`src/rtl/mem_port_arbiter.sv`:
```
// mem_port_arbiter: shares one single-ported memory between fetch and data sides, data side first.
// Optional wait-state abort is compiled in by defining ARB_TIMEOUT_EN.
module mem_port_arbiter #(
   parameter int unsigned ADDR_WIDTH     = 32,
   parameter int unsigned DATA_WIDTH     = 32,
   parameter int unsigned TIMEOUT_CYCLES = 255
) (
   input  logic                  clock,
   input  logic                  reset,
   input  logic                  i_req,
   input  logic [ADDR_WIDTH-1:0] i_addr,
   output logic [DATA_WIDTH-1:0] i_rdata,
   output logic                  i_ack,
   input  logic                  d_req,
   input  logic                  d_we,
   input  logic [ADDR_WIDTH-1:0] d_addr,
   input  logic [DATA_WIDTH-1:0] d_wdata,
   output logic [DATA_WIDTH-1:0] d_rdata,
   output logic                  d_ack,
   output logic                  mem_req,
   output logic                  mem_we,
   output logic [ADDR_WIDTH-1:0] mem_addr,
   output logic [DATA_WIDTH-1:0] mem_wdata,
   input  logic [DATA_WIDTH-1:0] mem_rdata,
   input  logic                  mem_ready,
   output logic                  busy,
   output logic                  err
);

   if (TIMEOUT_CYCLES < 1 || TIMEOUT_CYCLES > 65535) begin : g_bad_timeout
      $error("mem_port_arbiter: TIMEOUT_CYCLES out of range 1..65535");
   end

   typedef enum logic [1:0] {IDLE, BUSY, RESP} state_e;

   state_e                state_q, state_d;
   logic                  owner_q, owner_d;       // 1 = data side owns the port
   logic                  mem_req_q, mem_req_d;
   logic                  mem_we_q, mem_we_d;
   logic [ADDR_WIDTH-1:0] mem_addr_q, mem_addr_d;
   logic [DATA_WIDTH-1:0] mem_wdata_q, mem_wdata_d;
   logic [DATA_WIDTH-1:0] i_rdata_q, i_rdata_d;
   logic [DATA_WIDTH-1:0] d_rdata_q, d_rdata_d;
   logic                  i_ack_q, i_ack_d;
   logic                  d_ack_q, d_ack_d;
   logic                  busy_q, busy_d;
`ifdef ARB_TIMEOUT_EN
   logic [15:0]           wait_q, wait_d;
   logic                  err_q, err_d;
`endif

   // Next-state and registered-output logic
   always_comb begin
      state_d     = state_q;
      owner_d     = owner_q;
      mem_req_d   = mem_req_q;
      mem_we_d    = mem_we_q;
      mem_addr_d  = mem_addr_q;
      mem_wdata_d = mem_wdata_q;
      i_rdata_d   = i_rdata_q;
      d_rdata_d   = d_rdata_q;
      i_ack_d     = 1'b0;
      d_ack_d     = 1'b0;
      busy_d      = busy_q;
`ifdef ARB_TIMEOUT_EN
      wait_d      = wait_q;
      err_d       = 1'b0;
`endif
      unique case (state_q)
         IDLE: begin
            if (d_req) begin
               owner_d     = 1'b1;
               mem_addr_d  = d_addr;
               mem_wdata_d = d_wdata;
               mem_we_d    = d_we;
               mem_req_d   = 1'b1;
               busy_d      = 1'b1;
               state_d     = BUSY;
`ifdef ARB_TIMEOUT_EN
               wait_d      = 16'd0;
`endif
            end else if (i_req) begin
               owner_d    = 1'b0;
               mem_addr_d = i_addr;
               mem_we_d   = 1'b0;
               mem_req_d  = 1'b1;
               busy_d     = 1'b1;
               state_d    = BUSY;
`ifdef ARB_TIMEOUT_EN
               wait_d     = 16'd0;
`endif
            end
         end
         BUSY: begin
            if (mem_ready) begin
               mem_req_d = 1'b0;
               mem_we_d  = 1'b0;
               state_d   = RESP;
               if (owner_q) begin
                  d_ack_d = 1'b1;
                  if (!mem_we_q) d_rdata_d = mem_rdata;
               end else begin
                  i_ack_d   = 1'b1;
                  i_rdata_d = mem_rdata;
               end
`ifdef ARB_TIMEOUT_EN
            end else if (wait_q == 16'(TIMEOUT_CYCLES)) begin
               // Abort: ack the owner with err and zeroed read data
               mem_req_d = 1'b0;
               mem_we_d  = 1'b0;
               state_d   = RESP;
               err_d     = 1'b1;
               if (owner_q) begin
                  d_ack_d = 1'b1;
                  if (!mem_we_q) d_rdata_d = '0;
               end else begin
                  i_ack_d   = 1'b1;
                  i_rdata_d = '0;
               end
            end else begin
               wait_d = wait_q + 16'd1;
`endif
            end
         end
         RESP: begin
            busy_d  = 1'b0;
            state_d = IDLE;
         end
         default: begin
            state_d = IDLE;
         end
      endcase
   end

   // State and output registers
   always_ff @(posedge clock or posedge reset) begin
      if (reset) begin
         state_q     <= IDLE;
         owner_q     <= 1'b0;
         mem_req_q   <= 1'b0;
         mem_we_q    <= 1'b0;
         mem_addr_q  <= '0;
         mem_wdata_q <= '0;
         i_rdata_q   <= '0;
         d_rdata_q   <= '0;
         i_ack_q     <= 1'b0;
         d_ack_q     <= 1'b0;
         busy_q      <= 1'b0;
`ifdef ARB_TIMEOUT_EN
         wait_q      <= 16'd0;
         err_q       <= 1'b0;
`endif
      end else begin
         state_q     <= state_d;
         owner_q     <= owner_d;
         mem_req_q   <= mem_req_d;
         mem_we_q    <= mem_we_d;
         mem_addr_q  <= mem_addr_d;
         mem_wdata_q <= mem_wdata_d;
         i_rdata_q   <= i_rdata_d;
         d_rdata_q   <= d_rdata_d;
         i_ack_q     <= i_ack_d;
         d_ack_q     <= d_ack_d;
         busy_q      <= busy_d;
`ifdef ARB_TIMEOUT_EN
         wait_q      <= wait_d;
         err_q       <= err_d;
`endif
      end
   end

   assign mem_req   = mem_req_q;
   assign mem_we    = mem_we_q;
   assign mem_addr  = mem_addr_q;
   assign mem_wdata = mem_wdata_q;
   assign i_rdata   = i_rdata_q;
   assign d_rdata   = d_rdata_q;
   assign i_ack     = i_ack_q;
   assign d_ack     = d_ack_q;
   assign busy      = busy_q;
`ifdef ARB_TIMEOUT_EN
   assign err       = err_q;
`else
   assign err       = 1'b0;
`endif

endmodule

```
`config.mk`:
```
export PLATFORM = sky130hd
export DESIGN_NAME = mem_port_arbiter
export DESIGN_NICKNAME = d
export VERILOG_FILES = /design/src/rtl/mem_port_arbiter.sv
export SDC_FILE = /design/constraint.sdc
export NUM_CORES = 1
export LEC_CHECK = 0
export ABC_AREA = 1
export BUFFER_PORTS_ARGS = -buffer_cell sky130_fd_sc_hd__buf_2
export CAP_MARGIN = 20
export CORE_ASPECT_RATIO = 1.4
export CORE_MARGIN = 2
export CORE_UTILIZATION = 42
export DETAILED_ROUTE_END_ITERATION = 6
export PLACE_DENSITY = 0.76
export SYNTH_ARGS = -nofsm -noshare
export SYNTH_HDL_FRONTEND = slang
export SYNTH_SLANG_ARGS = --single-unit
```
`constraint.sdc`:
```
create_clock -name clock -period 4.57 [get_ports clock]
set_clock_uncertainty 0.05 [all_clocks]
set_input_delay 0.6855 -clock clock [delete_from_list [all_inputs] [get_ports clock]]
set_output_delay 0.6855 -clock clock [all_outputs]
set_load 0.01 [all_outputs]
```
==> metrics.txt <==
# TYPE chip_impl_metric gauge
chip_impl_metric{name="tightestPinTransition",unit="ns"} 0.904
chip_impl_metric{name="power.share.sequential",unit="%"} 39.0
chip_impl_info{name="netlist.top_cell.by_area",value="sky130_fd_sc_hd__dfrtp_1"} 1
chip_impl_metric{name="total_power_consumption_of_the_routed_design",unit="mW"} 5.25
chip_impl_info{name="synth-main-ff-cell",value="sky130_fd_sc_hd__dfrtp_1"} 1
chip_impl_metric{name="final_routed_drc_violation_total",unit=""} 0
chip_impl_metric{name="fin_crit_sh",unit="%"} 53.5
chip_impl_metric{name="cts-hold-fix-buffers",unit=""} 0
chip_impl_info{name="worstSetupEndpointType",value="register"} 1
chip_impl_metric{name="critical_path_fanout_max",unit=""} 36
chip_impl_metric{name="groute.usage.overall",unit="%"} 20.5
chip_impl_metric{name="cts_made_buffers",unit=""} 17
chip_impl_metric{name="placement_rows",unit=""} 50
chip_impl_metric{name="synth-edff-count",unit=""} 0
chip_impl_metric{name="synth_cell_types",unit=""} 18
chip_impl_metric{name="power.internal",unit="mW"} 3.27
chip_impl_metric{name="drt_first_iter_violations",unit=""} 193
chip_impl_metric{name="floorplan.initialDensity",unit="%"} 42.6
chip_impl_metric{name="globalRoute.totalOverflow",unit=""} 0
chip_impl_metric{name="detailed_place.area",unit="um^2"} 7020
chip_impl_metric{name="drv.max_cap_violation_count",unit=""} 0
chip_impl_info{name="final_cell_mix",value="sky130_fd_sc_hd__nand2_1, sky130_fd_sc_hd__buf_2, sky130_fd_sc_hd__dfrtp_1"} 1
chip_impl_metric{name="final_period_minus_worst_setup_slack",unit="ns"} 2.44
chip_impl_info{name="synth_top_cells_by_area",value="sky130_fd_sc_hd__dfrtp_1, sky130_fd_sc_hd__nand2_1, sky130_fd_sc_hd__nand3_1"} 1
chip_impl_info{name="startpoint_types",value="input pin"} 1
chip_impl_info{name="hp-class",value="in -> async"} 1
chip_impl_metric{name="ys_warn_count",unit=""} 0
chip_impl_metric{name="critical_path_required",unit="ns"} 4.86
chip_impl_metric{name="asyncSetResetFlopFracSynth",unit="%"} 100
chip_impl_metric{name="first_global_vias",unit=""} 4865
chip_impl_metric{name="clock_power_share",unit="%"} 25.5
chip_impl_metric{name="total_die_area",unit="um^2"} 14400
chip_impl_metric{name="share_of_power_burned_in_combinational_logic",unit="%"} 35.4
chip_impl_metric{name="antenna-diode-count",unit=""} 0
chip_impl_metric{name="cts_resized",unit=""} 0
chip_impl_metric{name="syn2layout_area_growth",unit="%"} 35.3
chip_impl_metric{name="ant_nets",unit=""} 0
chip_impl_metric{name="clkSinkCount",unit=""} 136
chip_impl_info{name="crit_path_class",value="in -> reg"} 1
chip_impl_metric{name="design.core.area",unit="um^2"} 13300
chip_impl_metric{name="clock_slew_at_reported_path_ffs",unit="ns"} 0.06
chip_impl_metric{name="die-height",unit="um"} 141
chip_impl_metric{name="arrival",unit="ns"} 2.73
chip_impl_metric{name="post_synth_instance_area",unit="um^2"} 5650
chip_impl_info{name="tritoncts",value="done"} 1
chip_impl_metric{name="routed_wl",unit="um"} 15000
chip_impl_metric{name="post-cts-setup-buffers",unit=""} 0
chip_impl_metric{name="p_per_area",unit="nW/um^2"} 688
chip_impl_metric{name="worst_skew_pair.late_latency",unit="ns"} 0.40
chip_impl_metric{name="dpl.hpwl",unit="um"} 10500
chip_impl_metric{name="initial_antenna_violation_count",unit=""} 0
chip_impl_metric{name="setup-violations-final",unit=""} 0
chip_impl_metric{name="synth.net_count",unit=""} 825
chip_impl_info{name="clock_tree.root_cell",value="sky130_fd_sc_hd__clkbuf_16"} 1
chip_impl_metric{name="syn-mean-instance-area",unit="um^2"} 8.17
chip_impl_metric{name="share_of_final_layout_standard_cells_stronger_than_drive_strength_1",unit="%"} 32.4
chip_impl_info{name="final_common_cell",value="sky130_fd_sc_hd__nand2_1"} 1
chip_impl_metric{name="final_cell_area",unit="um^2"} 7640
chip_impl_metric{name="clock_tree.htree_level_count",unit=""} 4
chip_impl_metric{name="ios",unit=""} 268
chip_impl_metric{name="synthesis_stage_register_bit_count",unit=""} 136
chip_impl_metric{name="routabilityCongestion",unit=""} 0.845
chip_impl_metric{name="die_x",unit="um"} 102
chip_impl_info{name="run_status",value="finished clean"} 1
chip_impl_metric{name="final_max_slew_viol_count",unit=""} 0
chip_impl_metric{name="area.sequential",unit="um^2"} 3400
chip_impl_metric{name="cellLeakagePower",unit="nW"} 4.63
chip_impl_info{name="grt_setup_unrepaired",value="no"} 1
chip_impl_metric{name="filler_cell_count",unit=""} 1269
chip_impl_metric{name="synth_top_area_share",unit="%"} 60.3
chip_impl_metric{name="count_of_mapped_cells_out_of_synthesis",unit=""} 691
chip_impl_metric{name="routedWlPerCell",unit="um"} 13.1
chip_impl_metric{name="via_count",unit=""} 5115
chip_impl_metric{name="r2r_setup_slk",unit="ns"} 2.40
chip_impl_metric{name="timing.fmax",unit="MHz"} 409
chip_impl_metric{name="numPortBuffers",unit=""} 266
chip_impl_metric{name="holdWs",unit="ns"} 0.152
chip_impl_metric{name="multi_input_area",unit="um^2"} 1980
chip_impl_metric{name="grt_max_degree",unit=""} 114
chip_impl_metric{name="drt-vias-per-instance",unit=""} 4.48
chip_impl_metric{name="timing.setup.tns",unit="ns"} 0
chip_impl_metric{name="hold_viol_final",unit=""} 0
chip_impl_metric{name="num-nets-final",unit=""} 1080
chip_impl_metric{name="ys_seq_area_share",unit="%"} 60.3
chip_impl_metric{name="ctsLongestPathBuffers",unit=""} 2
chip_impl_metric{name="slew-limit-headroom",unit="%"} 39.6
chip_impl_metric{name="sw_frac_of_total",unit="%"} 37.7
chip_impl_metric{name="switchingPower",unit="mW"} 1.98
chip_impl_metric{name="drt_pass1_iterations",unit=""} 6
chip_impl_metric{name="grt_first_pass_wirelength",unit="um"} 23200
chip_impl_metric{name="vdd.ir_drop.worst",unit="uV"} 366
routing by layer:
layer | GRT usage [%] | vias up | routed length [um]
met5 | 0 | - | 0
met4 | 6.18 | 0 | 204
met3 | 5.01 | 14 | 951
met2 | 36.1 | 187 | 7710
met1 | 24.6 | 2311 | 6110
li1 | - | 2603 | -
cell type report:
class / instances / area share [%]
well taps: 182 / 2.98
inverters: 12 / 0.671
clock buffers: 19 / 5.67
repair buffers: 272 / 18.4
flip-flops and latches: 136 / 44.5
clock inverters: 13 / 1.90
multi-input cells: 507 / 25.9
Yosys cell counts (2+ instances only):
| cell type | count |
|---|---|
| sky130_fd_sc_hd__nor2_4 | 2 |
| sky130_fd_sc_hd__buf_6 | 6 |
| sky130_fd_sc_hd__o21ai_0 | 2 |
| sky130_fd_sc_hd__dfrtp_1 | 136 |
| sky130_fd_sc_hd__inv_1 | 9 |
| sky130_fd_sc_hd__buf_2 | 17 |
| sky130_fd_sc_hd__nand3_1 | 35 |
| sky130_fd_sc_hd__clkbuf_1 | 3 |
| sky130_fd_sc_hd__inv_2 | 2 |
| sky130_fd_sc_hd__nand2_1 | 461 |
| sky130_fd_sc_hd__nor2_1 | 3 |
| sky130_fd_sc_hd__buf_1 | 5 |
| sky130_fd_sc_hd__buf_4 | 5 |
registers in the layout (all words and copies together) (netlist names):
| name | flops |
|---|---|
| state_q | 2 |
| i_ack | 1 |
| mem_req | 1 |
| mem_wdata | 32 |
| busy | 1 |
| i_rdata | 32 |
| mem_addr | 32 |
| mem_we | 1 |
| owner_q | 1 |
| d_rdata | 32 |
| d_ack | 1 |
through the flow:
| stage | setup WS [ns] | util [%] | std cells |
|---|---|---|---|
| floorplan | 0.195 | - | 691 |
| global placement | 1.69 | 52.9 | 1107 |
| detailed placement | 1.68 | 52.9 | 1107 |
| CTS | 2.01 | 57.3 | 1139 |
| global route | 1.82 | 57.6 | 1141 |
| finish | 2.13 | 57.6 | 1141 |
worst paths after layout:
| kind | startpoint | to | cells after the start |
|---|---|---|---|
| worst max-delay path | d_req | mem_addr[0]$_DFFE_PP0P_ | 7 |
| worst min-delay path | reset | i_rdata[23]$_DFFE_PP0P_ | 2 |
| worst max register to register | state_q[0]$_DFFE_PP0P_ | mem_wdata[15]$_DFFE_PP0P_ | 5 |
| worst min register to register | mem_wdata[11]$_DFFE_PP0P_ | mem_wdata[11]$_DFFE_PP0P_ | 2 |
| max in group asynchronous | reset | d_rdata[14]$_DFFE_PP0P_ | 4 |
| min in group clock | mem_wdata[11]$_DFFE_PP0P_ | mem_wdata[11]$_DFFE_PP0P_ | 2 |
power by group through the flow:
stage	clock network [mW]	logic [mW]	registers [mW]
finish	1.34	1.86	2.05
global route	1.43	2.11	2.12
CTS	1.38	1.89	2.05
detailed placement	0	1.89	2.06
global placement	0	1.84	2.05
floorplan	0	0.839	2.31
kinds of logic (layout without fill, tap and decap cells):
group,count (synthesis),in the layout,synth area share [%]
AOI/OAI and AO/OA,2,2,0.177
DFF,136,136,60.3
buffers and inverters,48,316,4.72
and+or+nand+nor,504,504,34.8
other,1,1,0.0664
worst max-delay path, cell delays in order:
cell and delay [ns]:
sky130_fd_sc_hd__buf_2 0.48, sky130_fd_sc_hd__inv_1 0.60, sky130_fd_sc_hd__nand2_1 0.18, sky130_fd_sc_hd__nand2_1 0.11
sky130_fd_sc_hd__inv_2 0.43, sky130_fd_sc_hd__nand2_1 0.13, sky130_fd_sc_hd__nand2_1 0.09
(Power assumes the default switching activity.)
